<file path="src/rtl/uart_prog_loader_if.sv">
// uart_prog_loader_if
//   Byte stream from the UART receiver and the word-write port into
//   instruction memory.
//   uart_rx_valid/uart_rx_data/uart_rx_break : receiver -> loader
//   mem_we/mem_addr/mem_wdata                : loader -> instruction memory
//   Modports: master = loader (issues memory writes), slave = environment.
interface uart_prog_loader_if #(
    parameter int WORD_BYTES = 4,
    parameter int ADDR_W     = 8
);
    logic                    uart_rx_valid;
    logic [7:0]              uart_rx_data;
    logic                    uart_rx_break;
    logic                    mem_we;
    logic [ADDR_W-1:0]       mem_addr;
    logic [8*WORD_BYTES-1:0] mem_wdata;

    modport master (input  uart_rx_valid, uart_rx_data, uart_rx_break,
                    output mem_we, mem_addr, mem_wdata);
    modport slave  (output uart_rx_valid, uart_rx_data, uart_rx_break,
                    input  mem_we, mem_addr, mem_wdata);
endinterface

</file>
<file path="src/rtl/uart_prog_loader.sv">
// uart_prog_loader
//   Assembles UART bytes little-endian into WORD_BYTES-wide words and writes
//   them to consecutive instruction-memory addresses, holding the core in
//   reset until END_WORDS consecutive all-ones words end the load.
//   Inter-byte timeout discards a partial word; break restarts the load;
//   reaching DEPTH without a terminator flags overflow.
//   Optional feature macro: LOADER_CHECKSUM_EN (8-bit sum byte after the
//   terminator; mismatch sets chk_err and keeps cpu_rstn low).
// Ports:
//   clk, resetn  : clock, asynchronous active-low reset
//   bus          : uart_prog_loader_if.master (UART bytes in, memory writes out)
//   write_done   : load finished (level)
//   cpu_rstn     : core reset, active low
//   word_count   : words written in the current load
//   overflow, timeout_err, chk_err : sticky error flags, cleared by break
module uart_prog_loader #(
    parameter int WORD_BYTES  = 4,
    parameter int DEPTH       = 256,
    parameter int END_WORDS   = 2,
    parameter int TIMEOUT_CYC = 1_000_000,
    parameter int ADDR_W      = $clog2(DEPTH)
) (
    input  logic               clk,
    input  logic               resetn,
    uart_prog_loader_if.master bus,
    output logic               write_done,
    output logic               cpu_rstn,
    output logic [ADDR_W:0]    word_count,
    output logic               overflow,
    output logic               timeout_err,
    output logic               chk_err
);
    localparam int BI_W = (WORD_BYTES > 1) ? $clog2(WORD_BYTES) : 1;
    localparam int IC_W = $clog2(TIMEOUT_CYC + 1);
    localparam logic [BI_W-1:0] LAST_IDX = BI_W'(WORD_BYTES - 1);

`ifdef LOADER_CHECKSUM_EN
    typedef enum logic [1:0] {ASSEMBLE, WRITE, CHECK, DONE} state_t;
`else
    typedef enum logic [1:0] {ASSEMBLE, WRITE, DONE} state_t;
`endif

    state_t                     state, state_nx;
    logic [WORD_BYTES-1:0][7:0] word_q;
    logic [BI_W-1:0]            byte_idx;
    logic [ADDR_W-1:0]          addr;
    logic [IC_W-1:0]            idle_cnt;
    logic [2:0]                 term_run, run_nx;
    logic                       brk, accept, run_hit, at_top, tmo_fire, ovf_set;
`ifdef LOADER_CHECKSUM_EN
    logic                       chk_take;
    logic [7:0]                 sum;
`endif

    assign brk = bus.uart_rx_break;

    always_comb begin
        state_nx = state;
        accept   = 1'b0;
        tmo_fire = 1'b0;
        ovf_set  = 1'b0;
`ifdef LOADER_CHECKSUM_EN
        chk_take = 1'b0;
`endif
        run_nx   = (&word_q) ? term_run + 3'd1 : 3'd0;
        run_hit  = (run_nx == 3'(END_WORDS));
        at_top   = (addr == ADDR_W'(DEPTH - 1));
        case (state)
            ASSEMBLE: begin
                accept   = bus.uart_rx_valid;
                tmo_fire = !bus.uart_rx_valid && (byte_idx != '0) &&
                           (idle_cnt == IC_W'(TIMEOUT_CYC - 1));
            end
            WRITE: begin
                if (run_hit) begin
`ifdef LOADER_CHECKSUM_EN
                    // a byte arriving in this cycle is already the checksum
                    chk_take = bus.uart_rx_valid;
                    state_nx = bus.uart_rx_valid ? DONE : CHECK;
`else
                    state_nx = DONE;
`endif
                end else if (at_top) begin
                    ovf_set  = 1'b1;
                    state_nx = DONE;
                end else begin
                    // next word's byte 0 overlaps the write cycle
                    state_nx = ASSEMBLE;
                    accept   = bus.uart_rx_valid;
                end
            end
`ifdef LOADER_CHECKSUM_EN
            CHECK: begin
                chk_take = bus.uart_rx_valid;
                if (bus.uart_rx_valid) state_nx = DONE;
            end
`endif
            default: ;
        endcase
        if (accept && byte_idx == LAST_IDX) state_nx = WRITE;
        if (brk) begin
            state_nx = ASSEMBLE;
            accept   = 1'b0;
            tmo_fire = 1'b0;
            ovf_set  = 1'b0;
`ifdef LOADER_CHECKSUM_EN
            chk_take = 1'b0;
`endif
        end
    end

    always_ff @(posedge clk or negedge resetn) begin
        if (!resetn) begin
            state       <= ASSEMBLE;
            word_q      <= '0;
            byte_idx    <= '0;
            addr        <= '0;
            idle_cnt    <= '0;
            term_run    <= '0;
            word_count  <= '0;
            overflow    <= 1'b0;
            timeout_err <= 1'b0;
        end else begin
            state <= state_nx;
            if (brk) begin
                byte_idx    <= '0;
                addr        <= '0;
                idle_cnt    <= '0;
                term_run    <= '0;
                word_count  <= '0;
                overflow    <= 1'b0;
                timeout_err <= 1'b0;
            end else begin
                if (accept) begin
                    word_q[byte_idx] <= bus.uart_rx_data;
                    byte_idx <= (byte_idx == LAST_IDX) ? '0 : byte_idx + 1'b1;
                end else if (tmo_fire) begin
                    byte_idx    <= '0;
                    timeout_err <= 1'b1;
                end
                // counts only while a partial word waits for its next byte
                idle_cnt <= (state == ASSEMBLE && byte_idx != '0 && !accept && !tmo_fire)
                            ? idle_cnt + 1'b1 : '0;
                if (state == WRITE) begin
                    addr       <= addr + 1'b1;
                    word_count <= word_count + 1'b1;
                    term_run   <= run_nx;
                end
                if (ovf_set) overflow <= 1'b1;
            end
        end
    end

`ifdef LOADER_CHECKSUM_EN
    always_ff @(posedge clk or negedge resetn) begin
        if (!resetn) begin
            sum     <= '0;
            chk_err <= 1'b0;
        end else if (brk) begin
            sum     <= '0;
            chk_err <= 1'b0;
        end else begin
            if (accept) sum <= sum + bus.uart_rx_data;
            if (chk_take && bus.uart_rx_data != sum) chk_err <= 1'b1;
        end
    end
`else
    assign chk_err = 1'b0;
`endif

    assign bus.mem_we    = (state == WRITE);
    assign bus.mem_addr  = addr;
    assign bus.mem_wdata = word_q;
    assign write_done    = (state == DONE);
    assign cpu_rstn      = (state == DONE) && !chk_err;
endmodule
</file>
<file path="src/flat_wrapper.sv">
// flat-port wrapper written by rule: the top's interface ports become plain ports
module uart_prog_loader_flat 
#(
    parameter int WORD_BYTES  = 4,
    parameter int DEPTH       = 256,
    parameter int END_WORDS   = 2,
    parameter int TIMEOUT_CYC = 1_000_000,
    parameter int ADDR_W      = $clog2(DEPTH)
)
  (clk, resetn, write_done, cpu_rstn, word_count, overflow, timeout_err, chk_err, bus_uart_rx_valid, bus_uart_rx_data, bus_uart_rx_break, bus_mem_we, bus_mem_addr, bus_mem_wdata);
  uart_prog_loader_if #(.WORD_BYTES(WORD_BYTES), .ADDR_W(ADDR_W)) bus_i ();
  input  logic clk;
  input  logic resetn;
  output logic write_done;
  output logic cpu_rstn;
  output logic [ADDR_W:0] word_count;
  output logic overflow;
  output logic timeout_err;
  output logic chk_err;
  input wire logic [$bits(bus_i.uart_rx_valid)-1:0] bus_uart_rx_valid;
  input wire logic [$bits(bus_i.uart_rx_data)-1:0] bus_uart_rx_data;
  input wire logic [$bits(bus_i.uart_rx_break)-1:0] bus_uart_rx_break;
  output wire logic [$bits(bus_i.mem_we)-1:0] bus_mem_we;
  output wire logic [$bits(bus_i.mem_addr)-1:0] bus_mem_addr;
  output wire logic [$bits(bus_i.mem_wdata)-1:0] bus_mem_wdata;
  assign bus_i.uart_rx_valid = bus_uart_rx_valid;
  assign bus_i.uart_rx_data = bus_uart_rx_data;
  assign bus_i.uart_rx_break = bus_uart_rx_break;
  assign bus_mem_we = bus_i.mem_we;
  assign bus_mem_addr = bus_i.mem_addr;
  assign bus_mem_wdata = bus_i.mem_wdata;
  uart_prog_loader #(.WORD_BYTES(WORD_BYTES), .DEPTH(DEPTH), .END_WORDS(END_WORDS), .TIMEOUT_CYC(TIMEOUT_CYC), .ADDR_W(ADDR_W)) u_core (.clk(clk), .resetn(resetn), .bus(bus_i), .write_done(write_done), .cpu_rstn(cpu_rstn), .word_count(word_count), .overflow(overflow), .timeout_err(timeout_err), .chk_err(chk_err));
endmodule
</file>
<file path="config.mk">
export PLATFORM = sky130hd
export DESIGN_NAME = uart_prog_loader_flat
export DESIGN_NICKNAME = d
export VERILOG_FILES = /design/src/rtl/uart_prog_loader_if.sv /design/src/rtl/uart_prog_loader.sv /design/src/flat_wrapper.sv
export SDC_FILE = /design/constraint.sdc
export NUM_CORES = 1
export LEC_CHECK = 0
export ABC_AREA = 1
export CAP_MARGIN = 20
export CORE_AREA = 4 4 96 98
export CTS_BUF_LIST = sky130_fd_sc_hd__clkbuf_8 sky130_fd_sc_hd__clkbuf_16
export CTS_CLUSTER_DIAMETER = 150
export DETAILED_ROUTE_END_ITERATION = 7
export DIE_AREA = 0 0 100 102
export DONT_BUFFER_PORTS = 1
export PLACE_DENSITY_LB_ADDON = 0.12
export SLEW_MARGIN = 30
export SYNTH_ARGS = -nofsm -noshare
export SYNTH_HDL_FRONTEND = slang
export SYNTH_SLANG_ARGS = --single-unit
</file>
<file path="constraint.sdc">
create_clock -name clk -period 2.5 [get_ports clk]
set_input_delay 0.5 -clock clk [delete_from_list [all_inputs] [get_ports clk]]
set_output_delay 0.5 -clock clk [all_outputs]
set_load 0.005 [all_outputs]
</file>
# == Yosys cells after proc, flatten, opt, wreduce, memory -nomap -nowiden ==
# Index checks and enable logic that the tools add are counted.
# word_totals
in_bits,12
wordCells,83
out_inout_bits,55
reg_bits,78
# op_classes
bitwise_logic,1
eq_ne,7
mux,36
addsub,5
order_cmp,2
reduce_logical,20
# op_table
cell,n
20-bit 2-to-1 mux,2
32-bit bitwise mux,1
32-bit AND reduction,1
8-bit 2-to-1 mux,3
20-bit by 1-bit adder with 20-bit output (second input constant),1
20-bit equality test (second input constant),1
2-bit 2-to-1 mux,9
9-bit 2-to-1 mux,2
8-bit demux with 2-bit select,1
1-bit 2-to-1 mux,14
9-bit by 1-bit adder with 9-bit output (second input constant),1
3-bit 2-to-1 mux,3
8-bit by 1-bit adder with 8-bit output (second input constant),1
8-bit equality test (second input constant),1
2-bit nonzero test,4
1-bit logical AND,7
3-bit nonzero test,2
2-bit equality test (second input constant),2
2-bit AND reduction,2
3-bit by 1-bit adder with 3-bit output (second input constant),1
3-bit by 2-bit equality test with 1-bit output (second input constant),1
1-bit logical NOT,3
2-bit by 3-bit less-than comparator with 1-bit output (second input constant),1
2-bit by 1-bit adder with 2-bit output (second input constant),1
6 further kinds,6

# == Longest topological paths before layout ==
# depth
word_depth,11
depth_mapped,13
depth_no_buf,13

# == Least setup slack after synthesis ==
# No wires, ideal clock.
# synth_path
path_type,flip-flop to flip-flop
startpoint,register u_core.byte_idx[0]
endpoint,register u_core.idle_cnt[10]
arrival_time_ps,1472
setup_slack_ps,906
n_path_buf,2
synth_period_minus_slack_ps,1594
stages_incl_launch_ff,13
path_cell_list,dfrtp_1 > inv_1 > ha_1 > buf_2 > inv_1 > nand4_1 > inv_1 > nand2_1 > nand2_2 > nand2_2 > nand2_2 > buf_6 > nor2_1
# synth_via
elab_chain_cells,9
# synth_lines
element,line,rtl
start: declaration,uart_prog_loader.sv:45,logic [BI_W-1:0] byte_idx;
start signal: assignment,uart_prog_loader.sv:136,byte_idx <= (byte_idx == LAST_IDX) ? '0 : byte_idx + 1'b1;
2-bit nonzero test *,"uart_prog_loader.sv:71, uart_prog_loader.sv:142",
1-bit logical AND (2 in a row),uart_prog_loader.sv:71,tmo_fire = !bus.uart_rx_valid && (byte_idx != '0) &&
1-bit 2-to-1 mux,uart_prog_loader.sv:68,case (state)
1-bit 2-to-1 mux,uart_prog_loader.sv:101,if (brk) begin
1-bit logical NOT,uart_prog_loader.sv:142,idle_cnt <= (state == ASSEMBLE && byte_idx != '0 && !accept && !tmo_fire)
1-bit logical AND *,uart_prog_loader.sv:142,
20-bit 2-to-1 mux *,uart_prog_loader.sv:143,? idle_cnt + 1'b1 : '0;
20-bit 2-to-1 mux *,uart_prog_loader.sv:125,if (brk) begin
end signal: assignment,uart_prog_loader.sv:142,
end: declaration,uart_prog_loader.sv:47,logic [IC_W-1:0] idle_cnt;
# Every way passes the cells marked *; elsewhere a longest branch is shown, timed or not.
# A chain may end at the register's enable or synchronous reset.

# == Final worst setup path ==
# layout_path
startpoint,"register u_core.addr[0], in the netlist u_core.bus.mem_addr[0]"
endpoint,"register u_core.word_q, in the netlist u_core.bus.mem_wdata[6]"
# layout_via
elab_chain_cells,6
# layout_lines
element,line,rtl
start: declaration,uart_prog_loader.sv:46,logic [ADDR_W-1:0] addr;
start signal: assignment,uart_prog_loader.sv:145,addr <= addr + 1'b1;
8-bit equality test,uart_prog_loader.sv:67,at_top = (addr == ADDR_W'(DEPTH - 1));
1-bit 2-to-1 mux,uart_prog_loader.sv:83,end else if (at_top) begin
1-bit 2-to-1 mux,uart_prog_loader.sv:75,if (run_hit) begin
1-bit one-hot mux with 2 select lines,uart_prog_loader.sv:68,
1-bit 2-to-1 mux,uart_prog_loader.sv:101,
2-bit AND reduction (no line),-,
end signal: indexed assignment,uart_prog_loader.sv:135,word_q[byte_idx] <= bus.uart_rx_data;
end: declaration,uart_prog_loader.sv:44,logic [WORD_BYTES-1:0][7:0] word_q;
# Every way passes these cells.

==> impl_metrics.csv <==
group,metric,value,unit
setup_path,critPathTopFamily,"simple AND/OR/NAND/NOR gates",
setup_path,reg2regPathDepth,11,
detailed_routing,wl_per_cell,15.8,microns
power_and_ir_drop,p_int,0.00209,W
setup_path,path_cells,"ha_1, nand2_1, inv_1, nand2_1, nor2_1, a21oi_1, nand2_1, a21oi_2, buf_4, nand4_1, nand2_1",
setup_path,r2r_start,"u_core.bus.mem_addr[0]",
setup_path,crit_type,"reg -> reg",
global_route,grt_overflow,0,
setup_path,cp_max_fo,32,
sta,finalSetupTns,0,ns
place,dp_hpwl,6750,microns
global_route,grt_pass1_wl,15800,microns
sta,final-setup-viol-count,0,
yosys,synth_area,0.00406,sq mm
yosys,ys.warnings.count,0,
sta,post-route-period-util,73.7,%
worst_hold_path,hp-class,"in -> async",
power_and_ir_drop,powerDensity,665,mW/mm^2
setup_path,reg2reg_to,"u_core.bus.mem_wdata[6]",
floorplanning,initial_core_util,47.9,%
setup_path,required,2.79,ns
power_and_ir_drop,clock_power_share,36.6,%
place,dpl.cell_count,588,
final_layout,antenna_cells,0,
sta,fin_ws,0.658,ns
detailed_routing,final_antenna_net_count,0,
sta,rsz0062_at_grt,"false",
global_route,antenna_found_initial,0,
final_layout,drive_gt1_share,11.1,%
cts,htreeDepth,3,
sta,finClkSkew,0.00443,ns
power_and_ir_drop,power.share.sequential,54.0,%
cts,cts_buffers,9,
final_layout,fillers,797,
detailed_routing,routed_wl,9570,microns
final_layout,final_cell_area,0.00436,sq mm
yosys,synth_area_leader_cell,"dfrtp_1",
yosys,synth_nets,515,
place,dpl_cell_area,0.00411,sq mm
yosys,synth_edf_count,0,
floorplanning,pin_count,67,
floorplanning,die_area,0.0102,sq mm
cts,cts_tree,"built",
power_and_ir_drop,combPwrFrac,9.4,%
final_layout,nNetsFinal,512,
global_route,grt_pass1_vias,3220,
detailed_routing,viasPerCell,5.44,
yosys,ys_ff_latch,78,
detailed_routing,drt_iter0_drc,172,
yosys,seq_area_frac_synth,48.1,%
place,place_ws,0.667,ns
power_and_ir_drop,power_switching_share,28.0,%
global_route,grt_max_degree,79,
final_layout,area_delta_synth_final,7.50,%
floorplanning,core,0.00847,sq mm
yosys,syn_inst,495,
cts,clock_sinks,78,
run,cap_violations,0,
cts,clk_latency,0.35,ns
setup_path,cpPeakStageDelay,0.42,ns
floorplanning,rows,34,
setup_path,arrival,2.14,ns
cts,clock-root-buffer,"clkbuf_8",
yosys,synth_cell_type_count,39,
power_and_ir_drop,vdd_ir_drop_max,0.000416,V
yosys,synth_flop_cell,"dfrtp_1",
sta,max_freq,0.543,GHz
sta,hold_viol_final,0,
detailed_routing,dr.pass1.iters,4,
status,status,"complete, no violations",
setup_path,path_buf_inv,2,
setup_path,crit_path_start,"u_core.bus.mem_addr[0]",
sta,fin_crit,1.84,ns
power_and_ir_drop,p_leak,2.07,nW
sta,maxSlewViolCount,0,
detailed_routing,vias,3290,
setup_path,critPathSlowestCell,"dfrtp_1",
sta,relSlewSlack,63.0,%
power_and_ir_drop,switchingPower,0.000812,W
cts,cts_buffer_depth,2,
setup_path,end_kind,"flip-flop",
global_route,grt_use_total,19.6,%
yosys,syn_avg_cell_area,8.19,sq um
detailed_routing,drc,0,
sta,worst_pin_slew,0.555,ns
floorplanning,fp.dieW,100,microns
setup_path,critPathMostFrequentCell,"nand2_1",
place,port_buffers,0,
place,globalplace.congestion,0.818,
setup_path,r2r_slack,0.66,ns
final_layout,finalNonFillerCells,605,
setup_path,startpoint_type,"flip-flop",
yosys,async_reset_ff_share,100,%
yosys,yosysTopAreaCellShare,48.1,%
floorplanning,die_h,102,microns
cts,cts.clk_slew.worst_paths,0.08,ns
power_and_ir_drop,power.total,0.00290,W
yosys,ys_top_cells_by_area,"dfrtp_1, nand2_1, nand4_1",
[power groups by stage]
stage	Combinational [W]	Clock, W	Sequential [W]
finish	0.000272	0.00106	0.00156
global route	0.000317	0.00115	0.00159
CTS	0.000279	0.00109	0.00157
detailed placement	0.000246	0	0.00159
global placement	0.000243	0	0.00159
floorplan	0.000214	0	0.00154
[placed cells by master (no fill, tap or decap), types with 3 or more instances in the layout]
cell and instances:
nand2_1 130, dfrtp_1 78, inv_1 48, nor2_1 47, nand4_1 40, nand3_1 25
a21oi_1 14, nor3_1 13, o21ai_0 12, clkbuf_8 10, nand2_2 9, ha_1 8
inv_2 5, nor2_2 5, nor2_4 4, xor2_1 4, nand4_2 4, o211ai_1 3
nand3_2 3, o21ai_1 3, a31oi_1 3, buf_4 3
[synthesized netlist by cell type, types with 4 or more instances]
cell type / number
nand4_1: 40
nor2_2: 5
nor3_1: 13
buf_2: 5
nand4_2: 4
a21oi_1: 14
nor2_1: 47
nor2_4: 4
o21ai_0: 12
buf_4: 6
nand3_1: 25
xor2_1: 4
inv_2: 5
nand2_2: 9
inv_1: 49
dfrtp_1: 78
ha_1: 8
nand2_1: 130
[sequential cells by signal (all words and copies together) (netlist names)]
name / count
u_core.bus.mem_wdata: 32
u_core.idle_cnt: 20
u_core.word_count: 9
u_core.bus.mem_addr: 8
u_core.term_run: 3
u_core.byte_idx: 2
u_core.state: 2
u_core.overflow: 1
u_core.timeout_err: 1
[through the flow]
step | hold slack (ns) | utilization [%]
CTS | 0.0437 | 51.5
finish | 0.0226 | 51.5
global route | 0.0605 | 51.5
floorplan | 0.204 | -
detailed placement | 0.206 | 48.5
global placement | 0.206 | 48.5
[layer usage]
layer,track usage (%),part of all wire [%],vias to the layer above
met5,0,0,-
met4,6.01,1.2,0
met3,5.80,7.1,10
met2,31.9,47,68
met1,25.4,45,1590
li1,-,-,1622
[final cells by class]
cell class / count / area [sq um] / area share [%]
clock buffers: 10 / 138 / 3.16
clock inverters: 6 / 85.1 / 1.95
inverters: 54 / 203 / 4.65
multi-input cells: 345 / 1800 / 41.2
flip-flops and latches: 78 / 1950 / 44.8
well taps: 108 / 135 / 3.10
repair buffers: 4 / 50.0 / 1.15
[what timing repair did]
action	in CTS	in global routing
gates resized for setup	0	0
hold buffers	1	0
endpoints found under the hold margin	78	0
setup buffers	0	0
[logic make-up after synthesis]
family | Yosys count | share of synthesized area [%]
compound gates | 43 | 6.29
fa+ha+maj | 8 | 2.47
xor+xnor | 4 | 0.864
simple gates | 289 | 34.6
other cells | 1 | 0.0925
flops | 78 | 48.1
buf+inv | 72 | 7.56
[worst register-to-register path: cells and delay by family (launching register included)]
family | cells | cell delay [ns]
AO/OA/AOI/OAI | 2 | 0.24
flip-flops | 1 | 0.42
adder cells (fa/ha/maj) | 1 | 0.23
AND/OR/NAND/NOR | 6 | 0.56
buffers and inverters | 2 | 0.35
[how the worst max path moves through the flow]
stage,to,slack [ns],cells after the start
5_1_grt,u_core.idle_cnt[16],0.49,11
4_1_cts,u_core.bus.mem_wdata[6],0.65,11
3_3_place_gp,u_core.bus.mem_wdata[0],0.67,11
2_1_floorplan,u_core.idle_cnt[10],0.91,12
3_5_place_dp,u_core.bus.mem_wdata[0],0.67,11
6_report,u_core.bus.mem_wdata[6],0.66,11
No activity file was read; power rests on OpenSTA's default activity.
